File: src/rtl/uart_pkg.sv
// Shared UART definitions: parity-mode constants, FSM state types and the parity helper.
package uart_pkg;

    localparam int PAR_NONE = 0;
    localparam int PAR_EVEN = 1;
    localparam int PAR_ODD  = 2;

    typedef enum logic [2:0] {
        TX_IDLE, TX_START, TX_DATA, TX_PARITY, TX_STOP
    } tx_state_e;

    typedef enum logic [2:0] {
        RX_IDLE, RX_START, RX_DATA, RX_PARITY, RX_STOP, RX_WAIT_IDLE
    } rx_state_e;

    // Zero-extending narrower words to 8 bits leaves the XOR reduction unchanged.
    function automatic logic calc_parity(input logic [7:0] data, input int mode);
        return (mode == PAR_ODD) ? ~(^data) : (^data);
    endfunction

endpackage

File: src/rtl/uart_bit_timer.sv
// Bit-period counter: counts 0..CLKS_PER_BIT-1 and wraps, strobing tc_o on the last count.
module uart_bit_timer #(
    parameter int CLKS_PER_BIT = 217,
    parameter int CNT_W        = $clog2(CLKS_PER_BIT)
) (
    input  logic             clk_i,
    input  logic             rst_i,
    input  logic             load_i,
    output logic [CNT_W-1:0] count_o,
    output logic             tc_o
);

    localparam logic [CNT_W-1:0] LAST = CNT_W'(CLKS_PER_BIT - 1);

    logic [CNT_W-1:0] count_q;
    logic [CNT_W-1:0] count_d;

    assign tc_o    = (count_q == LAST);
    assign count_o = count_q;

    always_comb begin
        count_d = count_q + 1'b1;
        if (load_i || tc_o) count_d = '0;
    end

    always_ff @(posedge clk_i) begin
        if (rst_i) count_q <= '0;
        else       count_q <= count_d;
    end

endmodule

File: src/rtl/uart_txrx_cfg.sv
// Full-duplex UART with build-time frame format (data bits, parity, stop bits) and loopback.
module uart_txrx_cfg
    import uart_pkg::*;
#(
    parameter int CLKS_PER_BIT = 217,
    parameter int DATA_BITS    = 8,
    parameter int PARITY       = 0,
    parameter int STOP_BITS    = 1
) (
    input  logic                 i_clk,
    input  logic                 i_reset,
    input  logic                 i_uart_rx,
    output logic                 o_uart_tx,
    input  logic                 i_loopback,
    input  logic                 i_tx_dv,
    input  logic [DATA_BITS-1:0] i_tx_byte,
    output logic                 o_tx_ready,
    output logic                 o_tx_done,
    output logic                 o_rx_dv,
    output logic [DATA_BITS-1:0] o_rx_byte,
    output logic                 o_rx_parity_err,
    output logic                 o_rx_frame_err
);

    localparam int             CW          = $clog2(CLKS_PER_BIT);
    localparam logic [CW-1:0]  TX_PRE_LAST = CW'(CLKS_PER_BIT - 2);
    localparam logic [CW-1:0]  RX_HALF     = CW'((CLKS_PER_BIT - 1) / 2);
    localparam logic [3:0]     LAST_DATA   = 4'(DATA_BITS - 1);
    localparam logic [3:0]     LAST_STOP   = 4'(STOP_BITS - 1);

    tx_state_e              tx_state_q;
    logic                   tx_q, tx_ready_q, tx_done_q, tx_par_q;
    logic [DATA_BITS-1:0]   tx_shift_q;
    logic [3:0]             tx_bit_q;
    logic [CW-1:0]          tx_cnt;
    logic                   tx_tc, tx_load, tx_accept;

    rx_state_e              rx_state_q;
    logic                   rx_meta_q, rx_sync_q, rx_in;
    logic                   rx_dv_q, rx_perr_q, rx_ferr_q, rx_parbit_q;
    logic [DATA_BITS-1:0]   rx_shift_q, rx_byte_q;
    logic [3:0]             rx_bit_q;
    logic [CW-1:0]          rx_cnt;
    logic                   rx_tc, rx_load;

    assign tx_accept = i_tx_dv && tx_ready_q;
    assign tx_load   = (tx_state_q == TX_IDLE);
    assign rx_load   = (rx_state_q == RX_IDLE) || (rx_state_q == RX_START && rx_cnt == RX_HALF);
    assign rx_in     = i_loopback ? tx_q : i_uart_rx;

    uart_bit_timer #(.CLKS_PER_BIT(CLKS_PER_BIT), .CNT_W(CW)) u_tx_timer (
        .clk_i(i_clk), .rst_i(i_reset), .load_i(tx_load), .count_o(tx_cnt), .tc_o(tx_tc)
    );

    uart_bit_timer #(.CLKS_PER_BIT(CLKS_PER_BIT), .CNT_W(CW)) u_rx_timer (
        .clk_i(i_clk), .rst_i(i_reset), .load_i(rx_load), .count_o(rx_cnt), .tc_o(rx_tc)
    );

    // Done and ready are raised one cycle early so both are visible in the frame's last cycle.
    always_ff @(posedge i_clk) begin
        if (i_reset) begin
            tx_state_q <= TX_IDLE;
            tx_q       <= 1'b1;
            tx_ready_q <= 1'b1;
            tx_done_q  <= 1'b0;
            tx_par_q   <= 1'b0;
            tx_shift_q <= '0;
            tx_bit_q   <= '0;
        end else begin
            tx_done_q <= 1'b0;
            case (tx_state_q)
                TX_IDLE: begin
                    if (tx_accept) begin
                        tx_state_q <= TX_START;
                        tx_q       <= 1'b0;
                        tx_ready_q <= 1'b0;
                        tx_shift_q <= i_tx_byte;
                        tx_par_q   <= calc_parity(8'(i_tx_byte), PARITY);
                    end
                end
                TX_START: begin
                    if (tx_tc) begin
                        tx_state_q <= TX_DATA;
                        tx_q       <= tx_shift_q[0];
                        tx_shift_q <= tx_shift_q >> 1;
                        tx_bit_q   <= '0;
                    end
                end
                TX_DATA: begin
                    if (tx_tc) begin
                        if (tx_bit_q != LAST_DATA) begin
                            tx_q       <= tx_shift_q[0];
                            tx_shift_q <= tx_shift_q >> 1;
                            tx_bit_q   <= tx_bit_q + 4'd1;
                        end else if (PARITY != PAR_NONE) begin
                            tx_state_q <= TX_PARITY;
                            tx_q       <= tx_par_q;
                        end else begin
                            tx_state_q <= TX_STOP;
                            tx_q       <= 1'b1;
                            tx_bit_q   <= '0;
                        end
                    end
                end
                TX_PARITY: begin
                    if (tx_tc) begin
                        tx_state_q <= TX_STOP;
                        tx_q       <= 1'b1;
                        tx_bit_q   <= '0;
                    end
                end
                TX_STOP: begin
                    if (tx_bit_q == LAST_STOP && tx_cnt == TX_PRE_LAST) begin
                        tx_done_q  <= 1'b1;
                        tx_ready_q <= 1'b1;
                    end
                    if (tx_tc) begin
                        if (tx_bit_q != LAST_STOP) begin
                            tx_bit_q <= tx_bit_q + 4'd1;
                        end else if (tx_accept) begin
                            tx_state_q <= TX_START;
                            tx_q       <= 1'b0;
                            tx_ready_q <= 1'b0;
                            tx_shift_q <= i_tx_byte;
                            tx_par_q   <= calc_parity(8'(i_tx_byte), PARITY);
                        end else begin
                            tx_state_q <= TX_IDLE;
                        end
                    end
                end
                default: tx_state_q <= TX_IDLE;
            endcase
        end
    end

    // The start bit is checked mid-bit; its sample point reloads the timer so later tc strobes fall mid-bit.
    always_ff @(posedge i_clk) begin
        if (i_reset) begin
            rx_meta_q   <= 1'b1;
            rx_sync_q   <= 1'b1;
            rx_state_q  <= RX_IDLE;
            rx_dv_q     <= 1'b0;
            rx_perr_q   <= 1'b0;
            rx_ferr_q   <= 1'b0;
            rx_parbit_q <= 1'b0;
            rx_shift_q  <= '0;
            rx_byte_q   <= '0;
            rx_bit_q    <= '0;
        end else begin
            rx_meta_q <= rx_in;
            rx_sync_q <= rx_meta_q;
            rx_dv_q   <= 1'b0;
            case (rx_state_q)
                RX_IDLE: if (!rx_sync_q) rx_state_q <= RX_START;
                RX_START: begin
                    if (rx_cnt == RX_HALF) begin
                        rx_state_q <= rx_sync_q ? RX_IDLE : RX_DATA;
                        rx_bit_q   <= '0;
                    end
                end
                RX_DATA: begin
                    if (rx_tc) begin
                        rx_shift_q <= {rx_sync_q, rx_shift_q[DATA_BITS-1:1]};
                        rx_bit_q   <= rx_bit_q + 4'd1;
                        if (rx_bit_q == LAST_DATA)
                            rx_state_q <= (PARITY != PAR_NONE) ? RX_PARITY : RX_STOP;
                    end
                end
                RX_PARITY: begin
                    if (rx_tc) begin
                        rx_parbit_q <= rx_sync_q;
                        rx_state_q  <= RX_STOP;
                    end
                end
                RX_STOP: begin
                    if (rx_tc) begin
                        rx_dv_q    <= 1'b1;
                        rx_byte_q  <= rx_shift_q;
                        rx_perr_q  <= (PARITY != PAR_NONE) &&
                                      (calc_parity(8'(rx_shift_q), PARITY) != rx_parbit_q);
                        rx_ferr_q  <= !rx_sync_q;
                        rx_state_q <= rx_sync_q ? RX_IDLE : RX_WAIT_IDLE;
                    end
                end
                RX_WAIT_IDLE: if (rx_sync_q) rx_state_q <= RX_IDLE;
                default: rx_state_q <= RX_IDLE;
            endcase
        end
    end

    assign o_uart_tx       = tx_q;
    assign o_tx_ready      = tx_ready_q;
    assign o_tx_done       = tx_done_q;
    assign o_rx_dv         = rx_dv_q;
    assign o_rx_byte       = rx_byte_q;
    assign o_rx_parity_err = rx_perr_q;
    assign o_rx_frame_err  = rx_ferr_q;

endmodule

File: config.mk
export PLATFORM = sky130hd
export DESIGN_NAME = uart_txrx_cfg
export DESIGN_NICKNAME = d
export VERILOG_FILES = /design/src/rtl/uart_pkg.sv /design/src/rtl/uart_bit_timer.sv /design/src/rtl/uart_txrx_cfg.sv
export SDC_FILE = /design/constraint.sdc
export NUM_CORES = 1
export LEC_CHECK = 0
export CORE_MARGIN = 2
export CORE_UTILIZATION = 57
export DETAILED_ROUTE_END_ITERATION = 8
export GPL_ROUTABILITY_DRIVEN = 0
export PLACE_DENSITY = 0.79
export SLEW_MARGIN = 20
export SYNTH_ARGS = -nofsm -noshare
export SYNTH_HDL_FRONTEND = slang
export SYNTH_SLANG_ARGS = --single-unit
File: constraint.sdc
create_clock -name i_clk -period 2.8 [get_ports i_clk]
set_input_delay 0.7 -clock i_clk [delete_from_list [all_inputs] [get_ports i_clk]]
set_output_delay 0.7 -clock i_clk [all_outputs]
set_load 0.05 [all_outputs]
==> flow_metrics.py, run 1 <==
metrics = {
    "timing": {
        "relSlewSlack": 0.390,
        "fin_crit_ns": 2.32,
        "timing.final.crit_share": 0.827,
        "slew_viol_final": 0,
        "tightest_slew_ns": 0.916,
        "rsz0062_at_grt": "no",
        "fmax_mhz": 432,
        "hold_viol": 0,
        "skew_ns": 0.00718,
        "final-setup-viol-count": 0,
        "finalSetupTns_ns": 0,
    },
    "worst_setup_path": {
        "r2r_slack_ns": 0.56,
        "crit_path_end_kind": "output pin",
        "crit_path_end": "o_tx_ready",
        "worst-path-buf-inv": 1,
        "reg2regPathDepth": 7,
        "cp_top_family": "buffers and inverters",
        "crit_path_max_fanout": 4,
        "slowest_delay_ns": 0.84,
        "arrival_ns": 1.62,
        "crit_slowest_cell": "clkdlybuf4s50_1",
        "r2r_start": "tx_bit_q[0]",
        "required_ns": 2.10,
        "cp_num_cells": 1,
        "path_class": "reg2out",
        "reg2reg_to": "tx_shift_q[7]",
        "start_kind": "flip-flop",
        "startpoint": "o_tx_ready",
        "path_cells": "clkdlybuf4s50_1",
    },
    "pwr": {
        "vdd_drop_max_mv": 0.393,
        "cellPowerDensity_mw_per_mm2": 553,
        "total_leakage_power_nw": 1.25,
    },
    "yosys": {
        "avgSynthCellArea_um2": 9.38,
        "yosys.area.top_type": "dfxtp_1",
        "synthTopCellsByCount": "61 x dfxtp_1, 47 x nor2_1, 25 x mux2i_1",
        "synth.ff_latch_count": 61,
        "yosysWarnings": 0,
        "seq_area_frac_synth": 0.409,
        "yosysTopAreaCellShare": 0.409,
        "synth_most_common_cell": "dfxtp_1",
        "synthFlopType": "dfxtp_1",
        "synthArstFlopShare": 0,
        "synthTopCellsByArea": "dfxtp_1 41%, mux2i_1 8.4%, nor2_1 5.9%, xor2_1 3.2%, ha_1 2.9%",
        "syn_nets": 338,
        "syn-cell-area_mm2": 0.00298,
        "synth.distinct_cells": 61,
        "synth_edf_count": 0,
        "postSynthCellCount": 318,
    },
    "global_routing": {
        "track_usage": 0.201,
        "grt_remaining_overflow": 0,
        "grt_max_degree": 51,
        "grt_pass1_wl_um": 9470,
        "grt_pass1_vias": 2131,
        "antenna_found_initial": 0,
    },
    "clock_tree": {
        "clock_latency_ns": 0.35,
        "root_buffer": "clkbuf_8",
        "cts_buffers": 9,
        "cts_htree_levels": 3,
        "cts_hold_buf": 0,
        "cts_setup_buffers": 0,
        "ctsLongestPathBuffers": 2,
        "clock_sinks": 61,
        "tritoncts": "yes",
        "cts.repair.resized": 0,
        "clk_pin_slew_ns": 0.07,
    },
    "cells_and_area": {
        "n_antenna_cell": 0,
        "num-nets-final": 357,
        "fin_util": 0.668,
        "drive_above_1_share": 0.126,
        "area_growth_pct": 13.6,
        "fill_cells": 437,
    },
    "min_path": {
        "hold_class": "reg2reg",
        "hold_start": "rx_meta_q",
    },
    "floorplan": {
        "rows": 26,
        "initial_core_util": 0.588,
        "design.die.area_mm2": 0.00583,
        "coreArea_mm2": 0.00507,
        "die_y_um": 76.3,
        "ios": 27,
        "fp.dieW_um": 76.3,
    },
    "drt": {
        "viasPerCell": 5.47,
        "vias": 2255,
        "dr.pass1.iters": 4,
        "routed_wirelength_um": 5410,
        "drc": 0,
        "ant_nets": 0,
        "routedWlPerCell_um": 13.1,
        "initialDrtViolationCount": 109,
    },
    "job": {
        "maxCapViolations": 0,
    },
    "place": {
        "port_buffers": 25,
        "dp_hpwl_um": 3650,
    },
    "status": {
        "status": "completed",
    },
}
registers in the layout, indices dropped and copies added (netlist names):
| signal | flops |
|---|---|
| u_rx_timer.count_o | 8 |
| o_rx_frame_err | 1 |
| rx_meta_q | 1 |
| tx_shift_q | 8 |
| u_tx_timer.count_o | 8 |
| o_uart_tx | 1 |
| o_rx_byte | 8 |
| rx_sync_q | 1 |
| tx_bit_q | 4 |
| tx_state_q | 3 |
| rx_bit_q | 4 |
| o_tx_ready | 1 |
| rx_shift_q | 8 |
| rx_state_q | 3 |
| o_rx_dv | 1 |
| o_tx_done | 1 |
routing by layer:
| layer | part of all wire | vias to the layer above | wire length (µm) | track usage |
|---|---|---|---|---|
| met5 | 0 | - | 0 | 0 |
| met3 | 0.039 | 11 | 211 | 0.0699 |
| met4 | 0.018 | 0 | 97 | 0.0800 |
| met2 | 0.47 | 31 | 2560 | 0.326 |
| met1 | 0.47 | 1051 | 2540 | 0.246 |
| li1 | - | 1162 | - | - |
final cells by class:
class | count | area, µm² | share of cell area
multi-input cells | 227 | 1610 | 0.474
flip-flops and latches | 61 | 1220 | 0.360
repair buffers | 27 | 260 | 0.0768
clock buffers | 9 | 124 | 0.0365
well taps | 70 | 87.6 | 0.0258
clock inverters | 7 | 50.0 | 0.0148
inverters | 11 | 41.3 | 0.0122
through the flow:
| stage | power [mW] | instance area (µm²) | cells | setup WS (ns) | hold WS, ns |
|---|---|---|---|---|---|
| after floorplan | 1.17 | 2980 | 318 | 0.895 | 0.389 |
| after global placement | 1.21 | 3220 | 396 | 0.516 | 0.392 |
| after detailed placement | 1.22 | 3220 | 396 | 0.475 | 0.392 |
| after CTS | 1.90 | 3390 | 412 | 0.473 | 0.409 |
| after global routing | 1.96 | 3390 | 412 | 0.379 | 0.423 |
| final | 1.88 | 3390 | 412 | 0.483 | 0.408 |
power breakdown:
| group | internal [mW] | leakage, nW | switching, mW |
|---|---|---|---|
| clock network | 0.321 | 0.0816 | 0.359 |
| logic | 0.115 | 0.673 | 0.134 |
| registers | 0.904 | 0.495 | 0.0430 |
logic make-up (layout without fill, tap and decap cells):
logic type / count (synthesis) / in the layout / share of synthesized area
xor gates and xnor gates: 16 / 16 / 0.0470
and+or+nand+nor: 123 / 123 / 0.233
DFF: 61 / 61 / 0.409
adders and majority gates: 7 / 7 / 0.0294
muxes: 26 / 26 / 0.0877
other: 1 / 1 / 0.00126
buffers and inverters: 30 / 54 / 0.0524
AOI/OAI and AO/OA: 54 / 54 / 0.140
worst min path at each step:
stage	endpoint	slack, ns	depth (start not counted)
floorplan	rx_sync_q	0.39	1
global placement	rx_sync_q	0.39	1
detailed placement	rx_sync_q	0.39	1
CTS	rx_sync_q	0.41	1
global route	rx_sync_q	0.42	1
finish	rx_sync_q	0.41	1
placed cells by master, fill, tap and decap left out, types with 2 or more instances in the layout:
master	instances
clkinv_2	2
a211oi_2	5
or4_1	3
nor3_1	5
or3b_2	3
a22oi_1	2
or2_2	3
or3_1	2
o21bai_1	2
and3b_1	2
and3_1	4
clkdlybuf4s50_1	24
clkinvlp_4	3
buf_4	2
o22ai_1	2
nand3_1	12
a21o_1	2
a21oi_1	15
a211oi_1	4
dfxtp_1	61
nand2_1	12
xnor2_1	5
o21ai_0	5
nand2b_1	3
inv_1	11
nand4_1	4
nor3b_1	2
nor4_1	2
clkbuf_8	9
ha_1	7
xor2_1	11
nor2b_1	5
nor2_1	47
o211ai_1	5
mux2i_1	25
a31oi_1	2
(Power assumes the default switching activity.)
==> inputs of run 2 (changes only) <==
- CORE_UTILIZATION: 57 -> 51
- PLACE_DENSITY: 0.79 -> 0.75
- clock period: 2.8 -> 1.9 ns (I/O delays scaled with it)
==> flow_metrics.py, run 2 (synthesis gave the netlist of run 1 again) <==
metrics = {
    "cells_and_area": {
        "fin_cells": 435,
        "final_cell_mix": "57 x dfxtp_1, 47 x nor2_1, 35 x buf_4",
        "area_growth_pct": 23.2,
        "n_antenna_cell": 0,
        "drive_above_1_share": 0.242,
        "register_area_mm2": 0.00123,
        "fill_cells": 468,
        "num-nets-final": 378,
        "final_common_cell": "dfxtp_1",
        "multi_input_area_mm2": 0.00167,
    },
    "job": {
        "maxCapViolations": 0,
    },
    "global_routing": {
        "antenna_found_initial": 0,
        "grt_use_met3": 0.0393,
        "grt_max_degree": 32,
        "grt_pass1_vias": 2353,
        "grt_remaining_overflow": 0,
        "grt_pass1_wl_um": 10300,
        "grt_use_met1": 0.264,
        "track_usage": 0.206,
        "met2_usage": 0.319,
        "top_usage_layer": "met2",
    },
    "clock_tree": {
        "clock_sinks": 61,
        "tritoncts": "yes",
        "cts_htree_levels": 3,
        "root_buffer": "clkbuf_8",
        "ctsLongestPathBuffers": 2,
        "cts_buffers": 9,
        "clk_pin_slew_ns": 0.07,
        "clock_latency_ns": 0.33,
    },
    "pwr": {
        "cellPowerDensity_mw_per_mm2": 910,
        "vdd_drop_max_mv": 0.578,
        "total_leakage_power_nw": 1.48,
        "p_total_mw": 3.34,
    },
    "floorplan": {
        "die_y_um": 80.5,
        "ios": 27,
        "fp.dieW_um": 80.5,
        "initial_core_util": 0.535,
        "rows": 27,
        "design.die.area_mm2": 0.00648,
        "coreArea_mm2": 0.00557,
    },
    "place": {
        "port_buffers": 25,
        "dp_hpwl_um": 4200,
        "placedCellCount": 419,
    },
    "worst_setup_path": {
        "required_ns": 2.11,
        "r2r_slack_ns": 0.08,
        "reg2regPathDepth": 7,
        "crit_path_end_kind": "flip-flop",
        "start_kind": "flip-flop",
        "path_class": "reg2reg",
        "crit_path_max_fanout": 10,
        "arrival_ns": 2.03,
    },
    "timing": {
        "rsz0062_at_grt": "no",
        "skew_ns": 0.00739,
        "hold_viol": 0,
        "slew_viol_final": 0,
        "fmax_mhz": 550,
        "timing.final.crit_share": 0.957,
        "fin_crit_ns": 1.82,
        "final-setup-viol-count": 0,
    },
    "drt": {
        "initialDrtViolationCount": 87,
        "routed_wirelength_um": 6050,
        "dr.pass1.iters": 4,
        "ant_nets": 0,
        "vias": 2389,
        "viasPerCell": 5.49,
        "drc": 0,
        "routedWlPerCell_um": 13.9,
    },
    "min_path": {
        "hold_class": "reg2reg",
        "min_delay_path_depth": 1,
    },
    "status": {
        "status": "completed",
    },
}
-- run 2: power breakdown --
group,total [mW],internal (mW),switching (mW)
logic,0.477,0.224,0.252
registers,1.38,1.33,0.0428
clock network,1.49,1.01,0.485
-- run 2: cell type report --
class,count,area share
clock inverter,4,0.0327
tap,72,0.0245
inverter,11,0.0112
timing repair buffer,48,0.106
clock buffer,12,0.0368
sequential,61,0.334
multi-input combinational,227,0.454
-- run 2: worst max-delay path, stage by stage (launching register included) --
cell      delay (ns)
dfxtp_2         0.32
inv_1           0.05
ha_2            0.20
nand4b_4        0.18
or4_1           0.52
buf_4           0.21
mux2i_1         0.16
nor2_1          0.06
-- run 2: routing by layer --
layer | vias to the layer above | part of all wire
met5 | - | 0
met1 | 1141 | 0.49
met4 | 0 | 0.021
met3 | 10 | 0.028
li1 | 1199 | -
met2 | 39 | 0.46
-- run 2: worst paths after layout --
path / from / to
max: u_rx_timer.count_o[0] / o_rx_byte[2]
min: rx_meta_q / rx_sync_q
max reg2reg: u_rx_timer.count_o[0] / o_rx_byte[2]
min reg2reg: rx_meta_q / rx_sync_q
-- run 2: repair_timing --
action,4_1_cts,5_1_grt
cloned,0,0
hold buffers,0,0
pin swaps,0,4
buffers inserted,0,0
resized for setup,1,19
endpoints found under the setup margin,6,9
-- run 2: through the flow --
step / setup WS (ns) / util / hold WS [ns] / area (µm²) / TNS (ns)
floorplan: 0.0337 / - / 0.389 / 2980 / 0
global placement: 0.0706 / 0.600 / 0.412 / 3340 / 0
detailed placement: -0.0105 / 0.600 / 0.411 / 3340 / -0.0202
CTS: 0.00381 / 0.646 / 0.438 / 3600 / 0
global route: 0.00202 / 0.659 / 0.455 / 3670 / 0
finish: 0.0822 / 0.659 / 0.430 / 3670 / 0
==> inputs of run 3 (changes only) <==
- CELL_PAD_IN_SITES_DETAIL_PLACEMENT: not set -> 1
- CELL_PAD_IN_SITES_GLOBAL_PLACEMENT: not set -> 2
- CORE_UTILIZATION: 51 -> 32
- CTS_CLUSTER_SIZE: not set -> 28
- PLACE_DENSITY: 0.75 -> not set
- PLACE_DENSITY_LB_ADDON: not set -> 0.1
==> flow_metrics.py, run 3 (synthesis gave the netlist of run 1 again) <==
metrics = {
    "cells_and_area": {
        "drive_above_1_share": 0.270,
        "fill_cells": 1067,
        "final_common_cell": "dfxtp_1",
        "num-nets-final": 386,
        "final_cell_mix": "56 x dfxtp_1, 47 x nor2_1, 41 x buf_4",
        "multi_input_area_mm2": 0.00165,
        "area_growth_pct": 25.9,
        "n_antenna_cell": 0,
        "register_area_mm2": 0.00123,
    },
    "worst_setup_path": {
        "r2r_slack_ns": 0.07,
        "reg2regPathDepth": 7,
        "crit_path_end_kind": "flip-flop",
        "required_ns": 2.15,
        "crit_path_max_fanout": 8,
        "start_kind": "flip-flop",
        "startpoint": "tx_bit_q[1]",
        "path_class": "reg2reg",
        "r2r_start": "tx_bit_q[1]",
        "arrival_ns": 2.08,
        "reg2reg_to": "tx_shift_q[4]",
    },
    "drt": {
        "initialDrtViolationCount": 45,
        "dr.pass1.iters": 4,
        "viasPerCell": 4.99,
        "routedWlPerCell_um": 14.0,
        "drc": 0,
        "vias": 2407,
        "routed_wirelength_um": 6740,
        "ant_nets": 0,
    },
    "clock_tree": {
        "ctsLongestPathBuffers": 2,
        "root_buffer": "clkbuf_8",
        "cts_htree_levels": 3,
        "clock_latency_ns": 0.34,
        "clock_sinks": 61,
        "tritoncts": "yes",
        "clk_pin_slew_ns": 0.07,
        "cts_buffers": 9,
    },
    "pwr": {
        "cellPowerDensity_mw_per_mm2": 837,
        "p_total_mw": 3.14,
        "vdd_drop_max_mv": 0.339,
        "total_leakage_power_nw": 1.46,
    },
    "global_routing": {
        "grt_max_degree": 22,
        "grt_pass1_wl_um": 11800,
        "grt_remaining_overflow": 0,
        "antenna_found_initial": 0,
        "track_usage": 0.147,
        "grt_pass1_vias": 2418,
    },
    "timing": {
        "fmax_mhz": 548,
        "timing.final.crit_share": 0.961,
        "rsz0062_at_grt": "yes",
        "slew_viol_final": 0,
        "finalSetupTns_ns": 0,
        "hold_viol": 0,
        "final-setup-viol-count": 0,
        "finalWorstSetupSlack_ns": 0.0750,
        "fin_crit_ns": 1.83,
        "skew_ns": 0.00797,
        "holdWs_ns": 0.410,
    },
    "floorplan": {
        "fp.dieW_um": 101,
        "design.die.area_mm2": 0.0101,
        "coreArea_mm2": 0.00915,
        "die_y_um": 101,
        "rows": 35,
        "ios": 27,
        "initial_core_util": 0.326,
    },
    "place": {
        "pre_cts_slack_ns": -0.0899,
        "dp_hpwl_um": 4890,
        "port_buffers": 25,
    },
    "job": {
        "maxCapViolations": 0,
    },
    "min_path": {
        "min_delay_path_depth": 1,
        "holdPathEnd": "rx_sync_q",
        "hold_start": "rx_meta_q",
        "hold_class": "reg2reg",
    },
    "status": {
        "status": "completed",
    },
}
==> run 3: cell types whose count changed in the layout (fill, tap and decap cells not counted), moves of 2 or more <==
cell       change
buf_4          +6
clkbuf_1       -3
buf_12         +2
bufinv_16      -2
clkinv_2       +2
dfxtp_2        +2
==> run 3: what timing repair did <==
action                                  CTS  global route
endpoints found under the setup margin    5            33
gates resized for setup                   4            14
hold buffers                              0             0
buffers inserted                          0             2
pin swaps                                 1             5
==> run 3: through the flow <==
| step | utilization | instance area, µm² | cells |
|---|---|---|---|
| after global placement | 0.378 | 3460 | 464 |
| after CTS | 0.405 | 3700 | 480 |
| after detailed placement | 0.378 | 3460 | 464 |
| after global routing | 0.410 | 3750 | 482 |
| after floorplan | - | 2980 | 318 |
| final | 0.410 | 3750 | 482 |
==> run 3: critical path: stages (launching register included) <==
cell	delay [ns]
dfxtp_2	0.36
ha_2	0.20
nand2_1	0.07
or2_1	0.25
o41a_4	0.35
and2_1	0.19
buf_12	0.15
a211oi_2	0.18
==> run 3: where the power goes <==
part | switching [mW] | internal [mW]
registers | 0.0376 | 1.33
logic | 0.252 | 0.229
clock network | 0.521 | 0.772
==> run 3: worst max path at each step <==
stage,cells past startpoint,to,slack (ns)
after floorplan,8,u_rx_timer.count_o[2],0.03
after global placement,7,tx_shift_q[7],-0.04
after detailed placement,7,tx_shift_q[7],-0.09
after CTS,7,rx_state_q[0],0.01
after global routing,7,tx_shift_q[2],-0.02
final,7,tx_shift_q[4],0.07
==> run 3: per-layer routing <==
metal  global-route usage  up-vias  routed length [µm]
met4               0.0495        0                  74
met3               0.0430        6                 159
li1                     -     1213                   -
met1                0.180     1171                3080
met5                    0        -                   0
met2                0.247       17                3430
==> run 3: final cells by class <==
cell class,count,area share
Clock inverter,6,0.0230
Clock buffer,10,0.0367
Inverter,11,0.0110
Tap cell,111,0.0370
Timing Repair Buffer,56,0.126
Sequential cell,61,0.327
Multi-Input combinational cell,227,0.439
